## config.mk

```make
export PLATFORM = sky130hd
export DESIGN_NAME = layer7_feature_reader
export DESIGN_NICKNAME = d
export VERILOG_FILES = /design/src/rtl/layer7_feature_reader.sv
export SDC_FILE = /design/constraint.sdc
export NUM_CORES = 1
export LEC_CHECK = 0
export BUFFER_PORTS_ARGS = -buffer_cell sky130_fd_sc_hd__buf_2
export CAP_MARGIN = 15
export CELL_PAD_IN_SITES_DETAIL_PLACEMENT = 1
export CELL_PAD_IN_SITES_GLOBAL_PLACEMENT = 2
export CORE_ASPECT_RATIO = 1.5
export CORE_MARGIN = 3
export CORE_UTILIZATION = 28
export DETAILED_ROUTE_END_ITERATION = 8
export PLACE_DENSITY = 0.85
export SLEW_MARGIN = 20
export SYNTH_ARGS = -nofsm -noshare
export SYNTH_HDL_FRONTEND = slang
export SYNTH_SLANG_ARGS = --single-unit
```

## constraint.sdc

```tcl
create_clock -name clk -period 2.48 [get_ports clk]
set_input_delay 0.248 -clock clk [delete_from_list [all_inputs] [get_ports clk]]
set_output_delay 0.248 -clock clk [all_outputs]
set_load 0.02 [all_outputs]
```

## src/rtl/layer7_feature_reader.sv

```systemverilog
// -----------------------------------------------------------------------------
// layer7_feature_reader
//
// Read-side sequencer for the layer-6 result buffer. After a start pulse it
// walks the MAP_H x MAP_W result map in row-major order through the buffer's
// combinational read port, registers each returned word and streams it to the
// layer-7 datapath over a valid/ready handshake. The final word is tagged with
// out_last and a one-cycle done pulse follows its acceptance.
//
// Optional feature (compile-time macro LAYER7_READER_ZERO_PAD_EN):
//   The scan is widened to (MAP_H+2) x (MAP_W+2) positions so the stream
//   carries a one-element zero border around the map. Border positions do not
//   touch the buffer (read signal low) and stream a zero word; interior
//   position (r,c) reads buffer address (r-1,c-1).
//
// Parameters:
//   DATA_W  width of one stored result word
//   MAP_W   map columns, 1..5
//   MAP_H   map rows,    1..5
//
// Ports:
//   clk, rst                    clock, asynchronous active-high reset
//   start                       one-cycle pulse, begin streaming one map
//   read_row_addr/read_col_addr buffer read address (bits [15:3] always 0)
//   layer6_result_read_signal   buffer read enable
//   layer6_result_output        combinational read data from the buffer
//   out_data/out_valid/out_last streamed word, registered
//   out_ready                   consumer accepts the word
//   busy                        high while a map is being streamed
//   done                        one-cycle pulse after the last word transfers
// -----------------------------------------------------------------------------

`ifndef LAYER7_WEIGHT_INPUT_LENGTH
`define LAYER7_WEIGHT_INPUT_LENGTH 8
`endif

module layer7_feature_reader #(
   parameter int DATA_W = `LAYER7_WEIGHT_INPUT_LENGTH,
   parameter int MAP_W  = 5,
   parameter int MAP_H  = 5
) (
   input  logic              clk,
   input  logic              rst,
   input  logic              start,
   output logic [15:0]       read_row_addr,
   output logic [15:0]       read_col_addr,
   output logic              layer6_result_read_signal,
   input  logic [DATA_W-1:0] layer6_result_output,
   output logic [DATA_W-1:0] out_data,
   output logic              out_valid,
   input  logic              out_ready,
   output logic              out_last,
   output logic              busy,
   output logic              done
);

`ifdef LAYER7_READER_ZERO_PAD_EN
   localparam int SCAN_H = MAP_H + 2;
   localparam int SCAN_W = MAP_W + 2;
`else
   localparam int SCAN_H = MAP_H;
   localparam int SCAN_W = MAP_W;
`endif

   localparam logic [2:0] LAST_ROW = 3'(SCAN_H - 1);
   localparam logic [2:0] LAST_COL = 3'(SCAN_W - 1);

   typedef enum logic [1:0] {
      IDLE,
      RUN,
      DRAIN
   } state_t;

   state_t            state;
   logic [2:0]        row;
   logic [2:0]        col;

   logic              in_run;
   logic              load;
   logic              at_last;
   logic              fetch;
   logic [2:0]        buf_row;
   logic [2:0]        buf_col;
   logic [DATA_W-1:0] fetch_data;

   assign in_run  = (state == RUN);
   // The output register may be refilled when it is empty or its word is
   // leaving this very cycle; this gives one word per cycle under out_ready=1.
   assign load    = in_run && (!out_valid || out_ready);
   assign at_last = (row == LAST_ROW) && (col == LAST_COL);

`ifdef LAYER7_READER_ZERO_PAD_EN
   logic on_border;

   assign on_border  = (row == 3'd0) || (row == LAST_ROW) ||
                       (col == 3'd0) || (col == LAST_COL);
   assign fetch      = in_run && !on_border;
   assign buf_row    = fetch ? row - 3'd1 : 3'd0;
   assign buf_col    = fetch ? col - 3'd1 : 3'd0;
   // Border words are synthesised here; the buffer is not read for them.
   assign fetch_data = fetch ? layer6_result_output : '0;
`else
   assign fetch      = in_run;
   assign buf_row    = fetch ? row : 3'd0;
   assign buf_col    = fetch ? col : 3'd0;
   assign fetch_data = layer6_result_output;
`endif

   // Read port is driven straight from the scan counters so the buffer's
   // combinational data is ready to be captured on the same edge.
   assign layer6_result_read_signal = fetch;
   assign read_row_addr             = {13'b0, buf_row};
   assign read_col_addr             = {13'b0, buf_col};
   assign busy                      = (state != IDLE);

   always_ff @(posedge clk or posedge rst) begin
      if (rst) begin
         // NOTE: the output data register is reset along with the control
         // state because every output must read zero during and after reset.
         state     <= IDLE;
         row       <= 3'd0;
         col       <= 3'd0;
         out_data  <= '0;
         out_valid <= 1'b0;
         out_last  <= 1'b0;
         done      <= 1'b0;
      end else begin
         // NOTE: non-blocking assignments throughout, so every branch below
         // sees the pre-edge values of row/col/out_valid regardless of order.
         done <= 1'b0;
         case (state)
            IDLE: begin
               if (start) begin
                  state <= RUN;
                  row   <= 3'd0;
                  col   <= 3'd0;
               end
            end

            RUN: begin
               if (load) begin
                  out_data  <= fetch_data;
                  out_valid <= 1'b1;
                  out_last  <= at_last;
                  if (at_last) begin
                     state <= DRAIN;
                  end else if (col == LAST_COL) begin
                     col <= 3'd0;
                     row <= row + 3'd1;
                  end else begin
                     col <= col + 3'd1;
                  end
               end
            end

            DRAIN: begin
               // Only the final word can be outstanding here.
               if (out_valid && out_ready) begin
                  out_valid <= 1'b0;
                  out_last  <= 1'b0;
                  done      <= 1'b1;
                  state     <= IDLE;
               end
            end

            default: state <= IDLE;
         endcase
      end
   end

endmodule

```

==> results of run 1 <==
flip-flops by register name, indices dropped and copies added, names as in the netlist:
signal and flops:
out_last 1, col 3, state 2, out_valid 1, done 1, row 3, out_data 8
final timing paths:
kind,to,slack (ps),depth (start not counted),from
max in group asynchronous,col[1],1900,2,rst
min,out_data[5],110,2,rst
min in group clk,out_data[5],220,2,layer6_result_output[5]
max,col[2],530,5,state[1]
max reg2reg,col[2],530,5,state[1]
min reg2reg,out_data[3],500,1,out_data[3]
area by class of cell:
class	instances	share of cell area, %
flip-flops and latches	19	35.4
multi-input cells	87	43.0
repair buffers	30	11.2
inverters	10	2.79
clock buffers	3	3.07
clock inverters	1	0.372
well taps	45	4.19
metal layers:
| layer | share of wire (%) | wire length [um] | vias to the layer above |
|---|---|---|---|
| met5 | 0 | 0 | - |
| met4 | 1.4 | 38 | 0 |
| met3 | 7.9 | 217 | 5 |
| met2 | 56 | 1540 | 38 |
| met1 | 34 | 932 | 431 |
| li1 | - | - | 412 |
cells by family after synthesis:
kind of cell	Yosys count
buffers and inverters	37
AND/OR/NAND/NOR	26
flip-flops	19
AO/OA/AOI/OAI	18
multiplexers	10
adder cells (fa/ha/maj)	7
other	1
stage by stage:
step                hold WS (ps)  cells  cell area [sq um]  utilization (%)
floorplan                    199    143               1290                -
global placement             405    191               1300             32.2
detailed placement           429    191               1300             32.2
CTS                          138    195               1340             33.4
global route                 176    195               1340             33.4
finish                       109    195               1340             33.4
critical path: cells and delay by family (launching register included):
family                   cells  cell delay (ps)
AO/OA/AOI/OAI                3              830
adder cells (fa/ha/maj)      1              520
buffers and inverters        1               80
flip-flops                   1              400
layout by cell type (no fill, tap or decap), drive strengths merged:
master,n
a211oi,1
a21o,2
a21oi,5
a221o,1
a22o,2
a31o,1
a41oi,1
and2,6
and3,2
buf,30
clkbuf,3
clkinv,1
conb,26
dfrtp,19
ha,7
inv,10
mux2,10
nand2,4
nand2b,1
nand3,2
nand3b,2
nand4,1
nand4b,1
nor2,4
nor3,1
nor3b,1
nor4b,1
o211ai,1
o21ai,3
o32a,1
power breakdown:
group / internal (uW) / switching [uW] / total (uW) / leakage [uW]
combinational: 316 / 520 / 836 / 0.000452
clock: 112 / 108 / 220 / 0.0000255
sequential: 427 / 87.2 / 514 / 0.000238
==> metrics, run 1 <==
WL/cell=14.0 um; Final Max Tran Viols=0; vias per cell=between 4 and 5; GR Overflow Total=0; IO Port Bufs=30; status=complete, no violations; met3 usage=2.41%; Total Power=around 1600 uW; height of the chip=between 80 and 90 um; number of synthesized flops with an enable pin=0; remaining antenna violation count after routing=0; GR Layer Usage met1=10.6%; Min Clock Period, post-route=between 1500 and 2000 ps; simple-gate area share of the yosys netlist=roughly an eighth; Tcrit/Tclk final=78.7%; Layout area overhead=12.3%; CP max FO=17; # diodes=0; Worst Tran Pin Value=747 ps; Total GRT Usage=11.3%; vias in the first global route=between 900 and 1000; Multi-input gate area=578 sq um; gr busiest metal=met2; H-tree depth=1; register area=between 400 and 500 sq um; Compound-Gate Fraction of Synth Area=between 10% and 20%; Final Worst Setup Slack=between 500 and 600 ps; CTS tree=built; slew margin rel.=~50%; Critical Path Sink Type=flop; core region area=slightly above 4000 sq um; first-pass GRT wire length=approximately 4500 um; Worst Setup Start Kind=flop; Synth Instances=roughly 120; maximum vdd drop=roughly 0.56 mV; Max Root-Sink Buffers=2; Synth area leader=dfrtp_1; power density cells=around 1200 nW/um^2; FFs w/ async S/R, synth=100%; Synth area leaders=dfrtp_1 40%, buf_4 16%, mux2_2 9.4%; First DRT Iteration DRCs=23; M2 GR Usage=a little over a fifth; endpoints failing hold=0; Synth cell types=31; synthesized area per cell=10.1 sq um; mux cell area share after synthesis=9.41%; area share of the largest cell type after synthesis=roughly two fifths; Cell Chain, Critical Path=inv_1 > ha_1 > o211ai_1 > a31o_1 > a221o_1; initial antenna violation count=0; Setup Buffers After CTS=0; largest net degree at the start of global routing=20; DIE WIDTH=roughly 59 um; Tightest Hold Check Type=in -> async; clk_lat worst skew=between 200 and 300 ps; Slowest-stage cell, CP=ha_1; setup TNS=0 ps; Fill cells=around 480; layout cell share with drive strength beyond 1=between 30% and 40%; count of final setup violators=0; Layout Skew=1.90 ps; post-CTS sizing=0; die area=just over 5000 sq um; Worst Path Class, Setup=reg -> reg; HPWL Detailed=between 2000 and 2500 um; WL final=roughly 2700 um; DP Worst Slack=roughly 540 ps; Via Count=886; Static Leak=slightly above 0.0007 uW; cts bufs inserted=3; sequential area share after synthesis=approximately 40%; io pins=57; Worst EP required=approximately 2600 ps; Synth Warn #=0; Initial Util=slightly below 30%; Worst-path clk slew=roughly 70 ps; largest family of logic cells by synthesized area=buffers and inverters; most frequent cell after synthesis=buf_4; First-pass DRT Iterations=4; Synth Cell Area=1200 sq um; max incr delay on CP=520 ps; Arr. time, crit path=about 2100 ps; post-synthesis xor/xnor area fraction=0%; clk sink count=19; num rows=28; Commonest cells post-synth=26 x buf_4, 19 x dfrtp_1, 10 x inv_1, 10 x mux2_2, 7 x ha_1; Max-Cap Viols=0; flops & latches, synth=19; unrepaired setup endpoints after global routing=false; Synth Area in Adders=under 10%; Final #Nets=between 150 and 200; hold_buf cts=0; fmax=~510 MHz; Placer Congestion=0.828; CTS root buf=clkbuf_8; most used flip-flop cell after synthesis=dfrtp_1; # DRC=0
(Power assumes the default switching activity.)
==> inputs of run 2 (changes only) <==
--- a/config.mk
+++ b/config.mk
@@ -5,15 +5,16 @@
 export SDC_FILE = /design/constraint.sdc
 export NUM_CORES = 1
 export LEC_CHECK = 0
+export ABC_AREA = 1
 export BUFFER_PORTS_ARGS = -buffer_cell sky130_fd_sc_hd__buf_2
 export CAP_MARGIN = 15
 export CELL_PAD_IN_SITES_DETAIL_PLACEMENT = 1
 export CELL_PAD_IN_SITES_GLOBAL_PLACEMENT = 2
 export CORE_ASPECT_RATIO = 1.5
 export CORE_MARGIN = 3
-export CORE_UTILIZATION = 28
+export CORE_UTILIZATION = 25
 export DETAILED_ROUTE_END_ITERATION = 8
-export PLACE_DENSITY = 0.85
+export PLACE_DENSITY = 0.81
 export SLEW_MARGIN = 20
 export SYNTH_ARGS = -nofsm -noshare
 export SYNTH_HDL_FRONTEND = slang
==> constraint.sdc (replaced) <==
create_clock -name clk -period 1.8 [get_ports clk]
set_input_delay 0.18 -clock clk [delete_from_list [all_inputs] [get_ports clk]]
set_output_delay 0.18 -clock clk [all_outputs]
set_load 0.02 [all_outputs]
==> run 2 against run 1 <==
  * Synthesized cell count rose by 38%
  * Final cell count rose by 35%
  * Sequential power rose by 36%
  * Combinational power rose by 50%
  * Largest power group unchanged
  * Critical path depth rose by 1
==> metrics, run 2 <==
Synth Warn #=0 (unchanged); most frequent cell after synthesis=nand2_1 (was buf_4); maximum vdd drop=0.293 mV (was 0.565 mV); DP Worst Slack=295 ps (was 540 ps); Critical Path Sink Type=primary output (was flop); combinational share of power=55.7% (was 53.3%); Synth area leaders=dfrtp_1 38%, buf_4 16%, nand2_1 15% (was dfrtp_1 40%, buf_4 16%, mux2_2 9.4%); Hold Crit Depth=3; RR Startpoint=state[0] (was state[1]); Slowest-stage cell, CP=dfrtp_1 (was ha_1); sequential area share after synthesis=37.5% (was 39.7%); remaining antenna violation count after routing=0 (unchanged); Synth area leader=dfrtp_1 (unchanged); Layout area overhead=15.2% (was 12.3%); Min-Delay Startpoint=layer6_result_output[0]; Max-Cap Viols=0 (unchanged); CTS tree=built (unchanged); synthesized area per cell=7.78 sq um (was 10.1 sq um); fmax=around 620 MHz; First DRT Iteration DRCs=37 (was 23); # diodes=0 (unchanged); io pins=57 (unchanged); Placer Congestion=0.794 (was 0.828); Final Worst Setup Slack=187 ps (was 529 ps); largest net degree at the start of global routing=20 (unchanged); clk_lat worst skew=260 ps (about the same); IO Port Bufs=30 (unchanged); CTS root buf=clkbuf_8 (unchanged); vias in the first global route=1054 (was 983); GR Overflow Total=0 (unchanged); height of the chip=93.2 um (was 86.1 um); Cell Int Power=1150 uW (was 855 uW); Crit path depth=6 (was 5); status=complete, no violations (unchanged); Max Root-Sink Buffers=2 (unchanged); vias per cell=3.92 (was 4.54); Via Count=1035 (was 886); most common cell after layout, fill and taps aside=nand2_1 (was buf_2); Largest Register=out_data (unchanged); Fin Hold WS=154 ps (was 109 ps); WL/cell=10.6 um (was 14.0 um); Final #Nets=218 (was 170); Sw Ratio=48.8% (was 45.5%); Initial Util=26.1% (was 29.7%); FFs w/ async S/R, synth=100% (unchanged); Static Leak=0.000893 uW (was 0.000716 uW); Worst Path Class, Setup=reg -> out (was reg -> reg); power density cells=1540 nW/um^2 (was 1170 nW/um^2); CP bufs+invs=4 (was 1); delay-heaviest family, CP=buffers and inverters (was compound AO/OA/AOI/OAI gates); max reg flops=8 (unchanged); placed cells=259 (was 191); core region area=4850 sq um (was 4030 sq um); DIE WIDTH=64.1 um (was 59.4 um); Flop pwr share=31.2% (was 32.8%); endpoints failing hold=0 (unchanged); Cell Chain, Critical Path=inv_1 > ha_2 > buf_4 > nand2_1 > inv_1 > buf_2 (was inv_1 > ha_1 > o211ai_1 > a31o_1 > a221o_1); Synth Instances=163 (was 118); CP max FO=13 (was 17); WL final=2800 um (was 2730 um); Worst EP required=1620 ps (was 2630 ps); die area=5980 sq um (was 5110 sq um); num rows=31 (was 28); Tcrit/Tclk final=89.6%; HPWL Detailed=2350 um (was 2230 um); Worst-path clk slew=70 ps (about the same); first-pass GRT wire length=4720 um (was 4470 um); reg2reg path depth=7 (was 5); flops & latches, synth=19 (unchanged); First-pass DRT Iterations=2 (was 4); P_sw=1100 uW (was 715 uW); Worst Setup Start Kind=flop (unchanged); layout cell share with drive strength beyond 1=22.2% (was 30.7%); Total GRT Usage=10.2% (was 11.3%); Arr. time, crit path=1430 ps (was 2100 ps); most frequent cells in the layout=50 x nand2_1, 30 x buf_2, 26 x conb_1, 21 x inv_1, 19 x dfrtp_1 (was 30 x buf_2, 26 x conb_1, 19 x dfrtp_1, 10 x inv_1, 10 x mux2_2); Synth cell types=16 (was 31); most frequent CP cell=inv_1; crit path launch=state[1] (unchanged); setup TNS=0 ps (unchanged); biggest regs=out_data (8), col (3), row (3) (unchanged); # DRC=0 (unchanged); initial antenna violation count=0 (unchanged); clock share of power=13.1% (was 14.0%); most used flip-flop cell after synthesis=dfrtp_1 (unchanged); clk sink count=19 (unchanged); area share of the largest cell type after synthesis=37.5% (was 39.7%); Layout Skew=3.94 ps (was 1.90 ps); Synth Cell Area=1270 sq um (was 1200 sq um); cts bufs inserted=3 (unchanged); Final Max Tran Viols=0 (unchanged); max incr delay on CP=400 ps (was 520 ps); H-tree depth=1 (unchanged); unrepaired setup endpoints after global routing=false (unchanged); non-filler cells, final=264 (was 195); Min Clock Period, post-route=roughly 1600 ps; Commonest cells post-synth=50 x nand2_1, 27 x buf_4, 21 x inv_1 (was 26 x buf_4, 19 x dfrtp_1, 10 x inv_1, 10 x mux2_2, 7 x ha_1); number of synthesized flops with an enable pin=0 (unchanged); count of final setup violators=0 (unchanged); Tightest Hold Check Type=in -> reg (was in -> async)
[run 2: changes by cell type after synthesis, moves of 4 or more]
cell     before  now
nand2_2       0    4
and2_1        6    0
a21oi_1       5    0
nand4_1       1    5
mux2_2       10    0
nand3_1       2   16
nand2_1       4   50
inv_1        10   21
[run 2: path summary, 6_finish.rpt]
| path | end | slack (ps) |
|---|---|---|
| worst max-delay path | read_row_addr[2] | 190 |
| worst min-delay path | out_data[0] | 150 |
| worst max register to register | state[1] | 330 |
| worst min register to register | out_data[0] | 460 |
| max in group asynchronous | out_data[4] | 1090 |
| min in group asynchronous | done | 490 |
[run 2: layer usage]
metal  GRT usage (%)  vias to the layer above  part of all wire, %
li1                -                      520                    -
met1            9.15                      470                   34
met3            1.68                        5                  7.3
met5               0                        -                    0
met2            20.5                       40                   56
met4            5.82                        0                  2.8
[run 2: area by class of cell]
cell class | instances | area (sq um)
clock buffers | 4 | 45.0
flip-flops and latches | 19 | 475
repair buffers | 34 | 183
well taps | 66 | 82.6
inverters | 22 | 82.6
fillers | 640 | 3390
multi-input cells | 119 | 592
[run 2: what timing repair did]
action                     CTS  global route
setup buffers                0             0
resized for setup            0             1
hold endpoints to repair    19             0
hold buffers                 1             0
setup endpoints to repair    0             4
[run 2: cell families (layout without fill, tap and decap cells)]
logic type	Yosys count	count (layout)	synth area share, %
other	1	26	0.296
buffers and inverters	50	60	23.4
AND/OR/NAND/NOR	82	82	30.0
XOR/XNOR	1	1	0.691
flip-flops	19	19	37.5
adder cells (fa/ha/maj)	7	7	6.91
AO/OA/AOI/OAI	3	3	1.18
[run 2: power by group through the flow]
stage | combinational [uW] | sequential [uW] | clock [uW]
3_3_place_gp | 1250 | 710 | 0
3_5_place_dp | 1280 | 713 | 0
4_1_cts | 1280 | 704 | 310
2_1_floorplan | 850 | 816 | 0
5_1_grt | 1430 | 730 | 335
6_report | 1250 | 700 | 293
[run 2: per-stage QoR]
step	instance area, sq um	util, %	power (uW)
2_1_floorplan	1360	-	1670
3_3_place_gp	1400	28.9	1960
3_5_place_dp	1400	28.9	1990
4_1_cts	1460	30.1	2300
5_1_grt	1460	30.1	2500
6_report	1460	30.1	2240
[run 2: worst min-delay path: cells and delay by family]
family / cells / cell delay [ps]
AND/OR/NAND/NOR: 2 / 120
buffers and inverters: 1 / 80
==> inputs of run 3 (changes only) <==
--- a/config.mk
+++ b/config.mk
@@ -11,10 +11,10 @@
 export CELL_PAD_IN_SITES_DETAIL_PLACEMENT = 1
 export CELL_PAD_IN_SITES_GLOBAL_PLACEMENT = 2
 export CORE_ASPECT_RATIO = 1.5
-export CORE_MARGIN = 3
-export CORE_UTILIZATION = 25
+export CORE_UTILIZATION = 22
+export CTS_BUF_LIST = sky130_fd_sc_hd__clkbuf_8 sky130_fd_sc_hd__clkbuf_16
 export DETAILED_ROUTE_END_ITERATION = 8
-export PLACE_DENSITY = 0.81
+export PLACE_DENSITY = 0.76
 export SLEW_MARGIN = 20
 export SYNTH_ARGS = -nofsm -noshare
 export SYNTH_HDL_FRONTEND = slang
==> constraint.sdc (replaced) <==
create_clock -name clk -period 1.4 [get_ports clk]
set_input_delay 0.14 -clock clk [delete_from_list [all_inputs] [get_ports clk]]
set_output_delay 0.14 -clock clk [all_outputs]
set_load 0.02 [all_outputs]
==> run 3 against run 2 <==
  * The run now ends with setup timing left
  * Routed wire length up 14%
  * Via count increased by 9.8%
  * Combinational power rose by 100%
  * Final area rose by 25%
  * Sequential power increased by 27%
  * Clock-buffer cell count down 1
  * Global-route usage increased by 0.81 points
  * Critical path type unchanged
  * Critical endpoint is now busy
  * Largest power group unchanged
  * Highest routed layer unchanged
==> metrics, run 3 (synthesized netlist as in run 2, its figures left out) <==
status=finished, violations left (was complete, no violations); failing checks=setup timing; # diodes=0 (unchanged); Critical Path Sink Type=primary output (unchanged); num rows=33 (was 31); IO Port Bufs=30 (unchanged); max reg flops=8 (unchanged); io pins=57 (unchanged); DIE WIDTH=64.0 um (was 64.1 um); largest net degree at the start of global routing=20 (unchanged); non-filler cells, final=288 (was 264); Final #Nets=238 (was 218); # DRC=0 (unchanged); CTS root buf=clkbuf_8 (unchanged); Static Leak=0.00104 uW (was 0.000893 uW); combinational share of power=66.2% (was 55.7%); clk sink count=19 (unchanged); max incr delay on CP=440 ps (was 400 ps); M2 GR Usage=22.3% (was 20.5%); Final Worst Setup Slack=-13.8 ps (was 187 ps); Slowest-stage cell, CP=dfrtp_2 (was dfrtp_1); crit path launch=state[0] (was state[1]); CTS tree=built (unchanged); Via Count=1136 (was 1035); remaining antenna violation count after routing=0 (unchanged); cts bufs inserted=3 (unchanged); H-tree depth=1 (unchanged); unrepaired setup endpoints after global routing=true (was false); delay-heaviest family, CP=flip-flops (was buffers and inverters); Final Max Tran Viols=0 (unchanged); Total Power=3810 uW (was 2240 uW); Total GRT Usage=11.0% (was 10.2%); Flop pwr share=23.4% (was 31.2%); Worst Path Class, Setup=reg -> out (unchanged); register area=477 sq um (was 475 sq um); Layout Skew=4.74 ps (was 3.94 ps); Max Root-Sink Buffers=2 (unchanged); power density cells=2090 nW/um^2 (was 1540 nW/um^2); Design Area, Final=1820 sq um (was 1460 sq um); core region area=5490 sq um (was 4850 sq um); biggest regs=out_data (8), col (3), row (3) (unchanged); placed cells=274 (was 259); Min Clock Period, post-route=about 1400 ps; CP max FO=4 (was 13); Layout area overhead=43.5% (was 15.2%); Arr. time, crit path=1270 ps (was 1430 ps); met3 usage=1.45% (was 1.68%); maximum vdd drop=0.608 mV (was 0.293 mV); Initial Util=23.1% (was 26.1%); die area=6080 sq um (was 5980 sq um); Tightest Hold Check Type=in -> reg (unchanged); fmax=about 710 MHz; vias in the first global route=1158 (was 1054); clock share of power=10.4% (was 13.1%); P_sw=1750 uW (was 1100 uW); most frequent cells in the layout=37 x nand2_1, 26 x conb_1, 22 x buf_2, 18 x dfrtp_1, 16 x buf_4 (was 50 x nand2_1, 30 x buf_2, 26 x conb_1, 21 x inv_1, 19 x dfrtp_1); Largest Register=out_data (unchanged); Finished Core Util=33.1% (was 30.1%); Worst EP required=1260 ps (was 1620 ps); First DRT Iteration DRCs=8 (was 37); clk_lat worst skew=260 ps (about the same); count of final setup violators=5 (was 0); Fill cells=697 (was 640); CP bufs+invs=4 (unchanged); initial antenna violation count=0 (unchanged); Worst-path clk slew=80 ps (was 70 ps); GR Overflow Total=0 (unchanged); Cell Chain, Critical Path=inv_2 > ha_2 > buf_4 > inv_1 > buf_6 (was inv_1 > ha_2 > buf_4 > nand2_1 > inv_1 > buf_2); Min-Delay Startpoint=layer6_result_output[3] (was layer6_result_output[0]); RR Startpoint=state[0] (unchanged); height of the chip=95.0 um (was 93.2 um); placed instance area=1490 sq um (was 1400 sq um); Max-Cap Viols=0 (unchanged); Tcrit/Tclk final=101%; Placer Congestion=0.721 (was 0.794); endpoints failing hold=0 (unchanged); gr busiest metal=met2 (unchanged); layout cell share with drive strength beyond 1=44.0% (was 22.2%); First-pass DRT Iterations=3 (was 2); most common cell after layout, fill and taps aside=nand2_1 (unchanged); Worst Setup Start Kind=flop (unchanged); WL final=3180 um (was 2800 um); vias per cell=3.94 (was 3.92); Multi-input gate area=694 sq um (was 592 sq um); Sw Ratio=45.9% (was 48.8%); WL/cell=11.0 um (was 10.6 um); Cell Int Power=2060 uW (was 1150 uW); HPWL Detailed=2360 um (was 2350 um); first-pass GRT wire length=5110 um (was 4720 um); Fin Hold WS=108 ps (was 154 ps); GR Layer Usage met1=11.1% (was 9.15%)
## run 3: cell types whose count changed in the layout (fill, tap and decap cells not counted), sizes merged
cell	previous run	this run
buf	33	52
inv	21	23
clkinv	1	0
## run 3: routing by layer
metal	routed length, um	up-vias
li1	-	562
met1	1180	530
met2	1820	40
met3	150	4
met4	38	0
met5	0	-
## run 3: area by class of cell
type	count	share of cell area [%]
clock inverters	1	0.206
multi-input cells	119	38.2
flip-flops and latches	19	26.2
repair buffers	54	23.7
inverters	22	4.68
well taps	70	4.81
clock buffers	3	2.27
## run 3: worst paths after layout
kind                          endpoint  slack (ps)  cells after the start
setup reg to reg                row[1]          10                      8
setup / recovery                  busy         -10                      5
max in group asynchronous     state[0]         730                      4
hold / removal             out_data[3]         110                      3
min in group asynchronous     state[0]         450                      4
hold reg to reg            out_data[6]         470                      2
## run 3: power groups by stage
stage	Combinational (uW)	Clock, uW	Sequential, uW
3_3_place_gp	1820	0	870
4_1_cts	2120	412	888
6_report	2520	397	889
5_1_grt	2780	425	916
2_1_floorplan	1100	0	1050
3_5_place_dp	1850	0	884
## run 3: through the flow
| stage | TNS, ps | setup slack, ps |
|---|---|---|
| after floorplan | 0 | 16.7 |
| after global placement | -4.61 | -4.61 |
| after detailed placement | -137 | -25.6 |
| after CTS | -106 | -18.3 |
| after global routing | -840 | -75.3 |
| final | -45.0 | -13.8 |
## run 3: repair_timing
item                                   4_1_cts  5_1_grt
setup endpoints to repair                   24       25
gates resized for setup                     24       43
gates cloned                                 0        1
pin swaps                                    3       15
buffers inserted                             6        3
hold buffers                                 1        0
endpoints found under the hold margin       19        0
## run 3: worst register-to-register path, stage by stage (launching register included)
cell,delay [ps]
dfrtp_2,440
ha_4,200
buf_8,150
inv_4,50
nand2_2,50
nand2_4,80
nand4_1,140
nand2_1,110
nand2_1,50
